`src/rtl/dpll_ctrl_pkg.sv`:
```
// Shared state, gain encodings and DCO width for the DPLL lock sequencer.
package dpll_ctrl_pkg;

  localparam int unsigned DCO_CODE_W = 13;

  typedef enum logic [2:0] {
    IDLE       = 3'd0,
    RESET_HOLD = 3'd1,
    ACQUIRE    = 3'd2,
    TRACK      = 3'd3,
    FAIL       = 3'd4
  } seq_state_t;

  typedef logic [1:0] gain_sel_t;

  localparam gain_sel_t GAIN_HOLD   = 2'd0;
  localparam gain_sel_t GAIN_WIDE   = 2'd1;
  localparam gain_sel_t GAIN_NARROW = 2'd2;

endpackage

```
`src/rtl/dpll_lock_sequencer_if.sv`:
```
// Control/status bundle between the lock sequencer and the DPLL datapath.
interface dpll_lock_sequencer_if
  import dpll_ctrl_pkg::*;
#(
  parameter int unsigned ERR_W  = 8,
  parameter int unsigned CODE_W = DCO_CODE_W
) ();

  logic                     enable;
  logic                     err_valid;
  logic signed [ERR_W-1:0]  phase_err;
  logic                     dpll_reset;
  logic        [CODE_W-1:0] dco_init;
  gain_sel_t                gain_sel;
  logic                     locked;
  logic                     fail;
  logic        [2:0]        state;

  modport master (
    input  enable, err_valid, phase_err,
    output dpll_reset, dco_init, gain_sel, locked, fail, state
  );

  modport slave (
    output enable, err_valid, phase_err,
    input  dpll_reset, dco_init, gain_sel, locked, fail, state
  );

endinterface

```
`src/rtl/dpll_lock_sequencer_phase_err_qual.sv`:
```
// Saturating |phase_err| with run-length counters for in-tolerance and
// out-of-tolerance samples; hits fire on the sample that completes a run.
module dpll_lock_sequencer_phase_err_qual #(
  parameter int unsigned ERR_W      = 8,
  parameter int unsigned LOCK_TOL   = 2,
  parameter int unsigned LOCK_CNT   = 32,
  parameter int unsigned UNLOCK_TOL = 6,
  parameter int unsigned UNLOCK_CNT = 4
) (
  input  logic                    clk,
  input  logic                    reset_n,
  input  logic                    clr,
  input  logic                    err_valid,
  input  logic signed [ERR_W-1:0] phase_err,
  output logic                    lock_hit_c,
  output logic                    unlock_hit_c
);

  localparam int unsigned LC_W = $clog2(LOCK_CNT + 1);
  localparam int unsigned UC_W = $clog2(UNLOCK_CNT + 1);
  localparam logic [ERR_W-1:0] ERR_MIN = {1'b1, {(ERR_W-1){1'b0}}};
  localparam logic [ERR_W-1:0] ERR_MAX = {1'b0, {(ERR_W-1){1'b1}}};

  logic [ERR_W-1:0] err_raw;
  logic [ERR_W-1:0] err_abs;
  logic             in_tol_c;
  logic             out_tol_c;
  logic [LC_W-1:0]  lock_cnt_q;
  logic [UC_W-1:0]  unl_cnt_q;

  assign err_raw = phase_err;

  // Most-negative code has no positive twin; clamp it to the largest magnitude.
  always_comb begin
    err_abs = err_raw;
    if (err_raw == ERR_MIN)      err_abs = ERR_MAX;
    else if (err_raw[ERR_W-1])   err_abs = ERR_W'(-err_raw);
  end

  assign in_tol_c  = err_abs <= ERR_W'(LOCK_TOL);
  assign out_tol_c = err_abs >  ERR_W'(UNLOCK_TOL);

  always_ff @(posedge clk) begin
    if (!reset_n || clr) begin
      lock_cnt_q <= '0;
      unl_cnt_q  <= '0;
    end else if (err_valid) begin
      if (!in_tol_c)                             lock_cnt_q <= '0;
      else if (lock_cnt_q != LC_W'(LOCK_CNT))    lock_cnt_q <= lock_cnt_q + LC_W'(1);
      if (!out_tol_c)                            unl_cnt_q  <= '0;
      else if (unl_cnt_q != UC_W'(UNLOCK_CNT))   unl_cnt_q  <= unl_cnt_q + UC_W'(1);
    end
  end

  assign lock_hit_c   = err_valid && in_tol_c  && (lock_cnt_q >= LC_W'(LOCK_CNT - 1));
  assign unlock_hit_c = err_valid && out_tol_c && (unl_cnt_q  >= UC_W'(UNLOCK_CNT - 1));

endmodule

```
`src/rtl/dpll_lock_sequencer.sv`:
```
// DPLL bring-up and lock supervisor: reset hold, wide acquisition, narrow
// tracking, loss-of-lock re-acquisition and sticky failure after retries.
module dpll_lock_sequencer
  import dpll_ctrl_pkg::*;
#(
  parameter int unsigned       ERR_W      = 8,
  parameter int unsigned       CODE_W     = DCO_CODE_W,
  parameter logic [CODE_W-1:0] INIT_CODE  = CODE_W'(13'h1000),
  parameter int unsigned       RST_CYCLES = 8,
  parameter int unsigned       LOCK_TOL   = 2,
  parameter int unsigned       LOCK_CNT   = 32,
  parameter int unsigned       UNLOCK_TOL = 6,
  parameter int unsigned       UNLOCK_CNT = 4,
  parameter int unsigned       ACQ_TMO    = 4096,
  parameter int unsigned       MAX_RETRY  = 3
) (
  input logic                   clk_ref,
  input logic                   reset_n,
  dpll_lock_sequencer_if.master bus
);

  localparam int unsigned TMR_W   = $clog2(((ACQ_TMO > RST_CYCLES) ? ACQ_TMO : RST_CYCLES) + 1);
  localparam int unsigned RETRY_W = $clog2(MAX_RETRY + 1);

  seq_state_t         state_q, state_d;
  logic [TMR_W-1:0]   tmr_q;
  logic [RETRY_W-1:0] retry_q;
  logic               lock_hit_c, unlock_hit_c, tmo_hit_c, retry_last_c;
  logic               dpll_reset_d, locked_d, fail_d;
  gain_sel_t          gain_d;
  logic               dpll_reset_q, locked_q, fail_q;
  gain_sel_t          gain_q;
  logic [CODE_W-1:0]  dco_init_q;

  assign tmo_hit_c    = tmr_q == TMR_W'(ACQ_TMO - 1);
  assign retry_last_c = retry_q >= RETRY_W'(MAX_RETRY - 1);

  // Run-length counters restart on every state change.
  dpll_lock_sequencer_phase_err_qual #(
    .ERR_W(ERR_W), .LOCK_TOL(LOCK_TOL), .LOCK_CNT(LOCK_CNT),
    .UNLOCK_TOL(UNLOCK_TOL), .UNLOCK_CNT(UNLOCK_CNT)
  ) u_qual (
    .clk          (clk_ref),
    .reset_n      (reset_n),
    .clr          (state_d != state_q),
    .err_valid    (bus.err_valid),
    .phase_err    (bus.phase_err),
    .lock_hit_c   (lock_hit_c),
    .unlock_hit_c (unlock_hit_c)
  );

  always_ff @(posedge clk_ref) begin
    if (!reset_n) state_q <= IDLE;
    else          state_q <= state_d;
  end

  // Lock beats timeout; enable low overrides everything.
  always_comb begin
    state_d = state_q;
    case (state_q)
      IDLE:       if (bus.enable) state_d = RESET_HOLD;
      RESET_HOLD: if (tmr_q == TMR_W'(RST_CYCLES - 1)) state_d = ACQUIRE;
      ACQUIRE: begin
        if (lock_hit_c)     state_d = TRACK;
        else if (tmo_hit_c) state_d = retry_last_c ? FAIL : RESET_HOLD;
      end
      TRACK:      if (unlock_hit_c) state_d = ACQUIRE;
      FAIL:       state_d = FAIL;
      default:    state_d = IDLE;
    endcase
    if (!bus.enable) state_d = IDLE;
  end

  always_comb begin
    dpll_reset_d = 1'b1;
    gain_d       = GAIN_HOLD;
    locked_d     = 1'b0;
    fail_d       = 1'b0;
    case (state_d)
      ACQUIRE: begin
        dpll_reset_d = 1'b0;
        gain_d       = GAIN_WIDE;
      end
      TRACK: begin
        dpll_reset_d = 1'b0;
        gain_d       = GAIN_NARROW;
        locked_d     = 1'b1;
      end
      FAIL:    fail_d = 1'b1;
      default: ;
    endcase
  end

  // Shared hold/timeout timer and acquisition retry count.
  always_ff @(posedge clk_ref) begin
    if (!reset_n) begin
      tmr_q   <= '0;
      retry_q <= '0;
    end else begin
      if (state_d != state_q)  tmr_q <= '0;
      else if (tmr_q != '1)    tmr_q <= tmr_q + TMR_W'(1);
      if (state_d == IDLE || state_d == TRACK)
        retry_q <= '0;
      else if (state_q == ACQUIRE && state_d != ACQUIRE && retry_q != '1)
        retry_q <= retry_q + RETRY_W'(1);
    end
  end

  always_ff @(posedge clk_ref) begin
    if (!reset_n) begin
      dpll_reset_q <= 1'b1;
      dco_init_q   <= INIT_CODE;
      gain_q       <= GAIN_HOLD;
      locked_q     <= 1'b0;
      fail_q       <= 1'b0;
    end else begin
      dpll_reset_q <= dpll_reset_d;
      dco_init_q   <= INIT_CODE;
      gain_q       <= gain_d;
      locked_q     <= locked_d;
      fail_q       <= fail_d;
    end
  end

  assign bus.dpll_reset = dpll_reset_q;
  assign bus.dco_init   = dco_init_q;
  assign bus.gain_sel   = gain_q;
  assign bus.locked     = locked_q;
  assign bus.fail       = fail_q;
  assign bus.state      = state_q;

endmodule

```
`src/flat_wrapper.sv`:
```
// flat-port wrapper written by rule: the top's interface ports become plain ports
module dpll_lock_sequencer_flat import dpll_ctrl_pkg::*;
#(
  parameter int unsigned       ERR_W      = 8,
  parameter int unsigned       CODE_W     = DCO_CODE_W,
  parameter logic [CODE_W-1:0] INIT_CODE  = CODE_W'(13'h1000),
  parameter int unsigned       RST_CYCLES = 8,
  parameter int unsigned       LOCK_TOL   = 2,
  parameter int unsigned       LOCK_CNT   = 32,
  parameter int unsigned       UNLOCK_TOL = 6,
  parameter int unsigned       UNLOCK_CNT = 4,
  parameter int unsigned       ACQ_TMO    = 4096,
  parameter int unsigned       MAX_RETRY  = 3
)
  (clk_ref, reset_n, bus_enable, bus_err_valid, bus_phase_err, bus_dpll_reset, bus_dco_init, bus_gain_sel, bus_locked, bus_fail, bus_state);
  dpll_lock_sequencer_if #(.ERR_W(ERR_W), .CODE_W(CODE_W)) bus_i ();
  input logic clk_ref;
  input logic reset_n;
  input wire logic [$bits(bus_i.enable)-1:0] bus_enable;
  input wire logic [$bits(bus_i.err_valid)-1:0] bus_err_valid;
  input wire logic [$bits(bus_i.phase_err)-1:0] bus_phase_err;
  output wire logic [$bits(bus_i.dpll_reset)-1:0] bus_dpll_reset;
  output wire logic [$bits(bus_i.dco_init)-1:0] bus_dco_init;
  output wire logic [$bits(bus_i.gain_sel)-1:0] bus_gain_sel;
  output wire logic [$bits(bus_i.locked)-1:0] bus_locked;
  output wire logic [$bits(bus_i.fail)-1:0] bus_fail;
  output wire logic [$bits(bus_i.state)-1:0] bus_state;
  assign bus_i.enable = bus_enable;
  assign bus_i.err_valid = bus_err_valid;
  assign bus_i.phase_err = bus_phase_err;
  assign bus_dpll_reset = bus_i.dpll_reset;
  assign bus_dco_init = bus_i.dco_init;
  assign bus_gain_sel = bus_i.gain_sel;
  assign bus_locked = bus_i.locked;
  assign bus_fail = bus_i.fail;
  assign bus_state = bus_i.state;
  dpll_lock_sequencer #(.ERR_W(ERR_W), .CODE_W(CODE_W), .INIT_CODE(INIT_CODE), .RST_CYCLES(RST_CYCLES), .LOCK_TOL(LOCK_TOL), .LOCK_CNT(LOCK_CNT), .UNLOCK_TOL(UNLOCK_TOL), .UNLOCK_CNT(UNLOCK_CNT), .ACQ_TMO(ACQ_TMO), .MAX_RETRY(MAX_RETRY)) u_core (.clk_ref(clk_ref), .reset_n(reset_n), .bus(bus_i));
endmodule
```
`config.mk`:
```
export PLATFORM = sky130hd
export DESIGN_NAME = dpll_lock_sequencer_flat
export DESIGN_NICKNAME = d
export VERILOG_FILES = /design/src/rtl/dpll_ctrl_pkg.sv /design/src/rtl/dpll_lock_sequencer_if.sv /design/src/rtl/dpll_lock_sequencer_phase_err_qual.sv /design/src/rtl/dpll_lock_sequencer.sv /design/src/flat_wrapper.sv
export SDC_FILE = /design/constraint.sdc
export NUM_CORES = 1
export LEC_CHECK = 0
export ABC_AREA = 1
export CORE_MARGIN = 2
export CORE_UTILIZATION = 54
export CTS_CLUSTER_DIAMETER = 120
export DETAILED_ROUTE_END_ITERATION = 8
export PLACE_DENSITY = 0.91
export SYNTH_ARGS = -nofsm -noshare
export SYNTH_HDL_FRONTEND = slang
export SYNTH_SLANG_ARGS = --single-unit
```
`constraint.sdc`:
```
create_clock -name clk_ref -period 2.7 [get_ports clk_ref]
set_input_delay 0.54 -clock clk_ref [delete_from_list [all_inputs] [get_ports clk_ref]]
set_output_delay 0.54 -clock clk_ref [all_outputs]
set_load 0.05 [all_outputs]
```
==> summary.md <==
| Metric | Value |
|---|---|
| Met2 usage | `a little over a third` |
| Die Area | `around 4500 sq um` |
| Worst slew pin tran | `0.511 ns` |
| Yosys top cell by area | `dfxtp_1` |
| CTS tree | `yes` |
| 1st-pass router iterations | `4` |
| Design area | `2570 sq um` |
| Via count | `around 2000` |
| Slew margin rel. | `between 60% and 70%` |
| Placer congestion estimate | `0.868` |
| Clk slew on worst S/H paths | `0.06 ns` |
| Antenna violation net count after detailed routing | `0` |
| Antenna violations before repair | `0` |
| Initial Util | `55.0%` |
| Diode count | `0` |
| Crit path DAT | `2.55 ns` |
| CTS hold repair buffers | `0` |
| Worst Path Max Fanout | `7` |
| Area delta synth->final | `18.7%` |
| Post-synthesis cell type count | `28` |
| Row Count | `23` |
| DRT Wirelength | `between 4 and 5 mm` |
| Non-Filler Instances | `397` |
| Largest cells by area after synthesis | `dfxtp_1 (30%), nand2_1 (9.2%), inv_1 (8.1%)` |
| Yosys top cell area share | `between 20% and 30%` |
| GRT Resource Usage Total | `20.1%` |
| PD cells | `393 nW/um^2` |
| Avg WL per Cell | `10.7 um` |
| Critical path required time | `2.88 ns` |
| IO buf count | `19` |
| LEAKAGE | `approximately 1.2 nW` |
| I/O pin count | `33` |
| Layout Nets | `367` |
| Most used DFF post-synth | `dfxtp_1` |
| Peak supply drop | `roughly 0.24 mV` |
| Root Buffer | `clkbuf_8` |
| Setup crit start kind | `input pin` |
| RSZ-0062 raised after global routing | `false` |
| Clk Latency, worst-skew pair | `0.28 ns` |
| Share of cells above drive strength 1 | `17.9%` |
| Synth cell count leaders | `nand2_1 (53), inv_1 (47), nor2_1 (39)` |
| Most common cell in the netlist | `nand2_1` |
| Met1 Track Usage GR | `between 20 and 25%` |
| Synth Cell Area | `2170 sq um` |
| Most Crowded Layer GR | `met2` |
| Crit path capture type | `flip-flop` |
| GR Overflow Total | `0` |
| Post-DP Area | `between 2000 and 2500 sq um` |
| Skew final | `0.00500 ns` |
| DR iter-0 viols | `between 100 and 150` |
| DRC Markers | `0` |
| Met3 usage in global routing | `5.00%` |
| Worst min-delay path category | `flip-flop to flip-flop` |
| Synth Warn # | `0` |
| EDFF count, synth | `0` |
| Sequential share of the synthesized area | `29.6%` |
| Placed insts | `388` |
| Final Hold Viols | `0` |
| Vias in the first global route | `around 1700` |
| CTS buffer count | `5` |
| Largest net degree at the start of global routing | `16` |
| HPWL Detailed | `between 3 and 4 mm` |
| Tmin final | `2.37 ns` |
| Core area | `3940 sq um` |
| Mean area per synthesized cell | `6.90 sq um` |
| #FFs+latches synth | `32` |
| Htree depth | `2` |
| MaxCap Viol Count | `0` |
| Post-Synthesis Cells | `around 310` |
| Async SR Flop Fraction | `0%` |
| Setup violations, final | `0` |
| Max-slew violations | `0` |
| CP Class | `input pin to flip-flop` |
| Die H | `67.4 um` |
| Fmax achieved | `about 0.42 GHz` |
| Total chip power | `0.00101 W` |
| Clock sink total | `32` |
| Die X | `67.4 um` |
| Vias per std cell | `4.94` |
| Clock tree buffer depth | `2` |
| First-pass GRT wire length | `7.01 mm` |
| Fin crit share | `87.7%` |
| Status | `completed` |
## flip-flops by register name, summed over array words and instances, names as in the netlist
register and count:
u_core.bus.gain_sel 2, u_core.bus.state 3, u_core.u_qual.lock_cnt_q 6, u_core.tmr_q 13
u_core.u_qual.unl_cnt_q 3, u_core.bus.fail 1, u_core.retry_q 2, u_core.bus.locked 1
u_core.bus.dpll_reset 1
## power breakdown
group / leakage, nW / internal [W] / switching [W]
combinational: 0.882 / 0.0000531 / 0.000104
clock: 0.0455 / 0.000208 / 0.000167
sequential: 0.258 / 0.000476 / 0.00000439
## routing by layer
layer | wire length, um | vias up
met5 | 0 | -
met4 | 69 | 0
met3 | 133 | 5
met2 | 2230 | 34
met1 | 1830 | 907
li1 | - | 1017
## critical path: stages
cell and delay [ns]:
clkdlybuf4s50_1 0.52, inv_1 0.08, nand3_2 0.07, nand2_1 0.05, nand2_1 0.07, nand3_1 0.08
nor2_2 0.14, nand4_1 0.17, nand2_1 0.15, nand2_2 0.06, nand2_2 0.08, nand2_1 0.07
nand2_1 0.08, nand2_1 0.08, nand3_4 0.11, clkbuf_16 0.17, nor2_2 0.03
## final cells by class
type	instances	area [sq um]
tap	50	62.6
timing repair buffer	32	335
sequential	32	641
fill	311	1370
multi-input combinational	225	1260
inverter	50	188
clock buffer	8	90.1
## stage by stage
stage | TNS (ns) | util, % | hold slack, ns | setup WS (ns)
after floorplan | 0 | - | 0.455 | 0.491
after global placement | -2.46 | 61.4 | 0.475 | -0.121
after detailed placement | -5.47 | 61.4 | 0.493 | -0.246
after CTS | 0 | 63.7 | 0.499 | 0.0457
after global routing | 0 | 65.2 | 0.518 | 0.0913
final | 0 | 65.2 | 0.495 | 0.331
## layout by cell type, fill, tap and decap left out, types with 2 or more instances in the layout
cell / n
nand2_1: 53
inv_1: 47
nor2_1: 38
dfxtp_1: 32
nor2_2: 21
nand3_1: 20
clkdlybuf4s50_1: 15
conb_1: 13
xor2_1: 12
buf_4: 10
a21oi_1: 9
o21ai_0: 8
ha_1: 8
nand4_1: 7
nand2_2: 6
nor3_1: 6
clkbuf_8: 6
nand3_2: 4
dlymetal6s2s_1: 4
inv_2: 3
o21ai_1: 3
o31ai_1: 3
a31oi_1: 3
nand2_4: 2
nor2_4: 2
clkbuf_1: 2
## path summary, 6_finish.rpt
check	depth (start not counted)	from	end	slack (ns)
max	17	bus_phase_err[3]	u_core.u_qual.lock_cnt_q[1]	0.33
max reg2reg	15	u_core.tmr_q[0]	u_core.tmr_q[11]	0.43
min reg2reg	2	u_core.retry_q[0]	u_core.retry_q[0]	0.50
min	2	u_core.retry_q[0]	u_core.retry_q[0]	0.50
## cell families (layout without fill, tap and decap cells)
| group | count (synthesis) | count (layout) | share of synthesized area [%] |
|---|---|---|---|
| and+or+nand+nor | 162 | 162 | 37.1 |
| buffers and inverters | 68 | 90 | 15.3 |
| DFF | 32 | 32 | 29.6 |
| AOI/OAI and AO/OA | 28 | 28 | 7.27 |
| xor gates and xnor gates | 13 | 13 | 5.25 |
| adders and majority gates | 9 | 9 | 5.20 |
| other | 2 | 13 | 0.347 |
## timing repair
item	4_1_cts	5_1_grt
resized for setup	0	10
setup endpoints to repair	0	25
setup buffers	0	0
(Power assumes the default switching activity.)
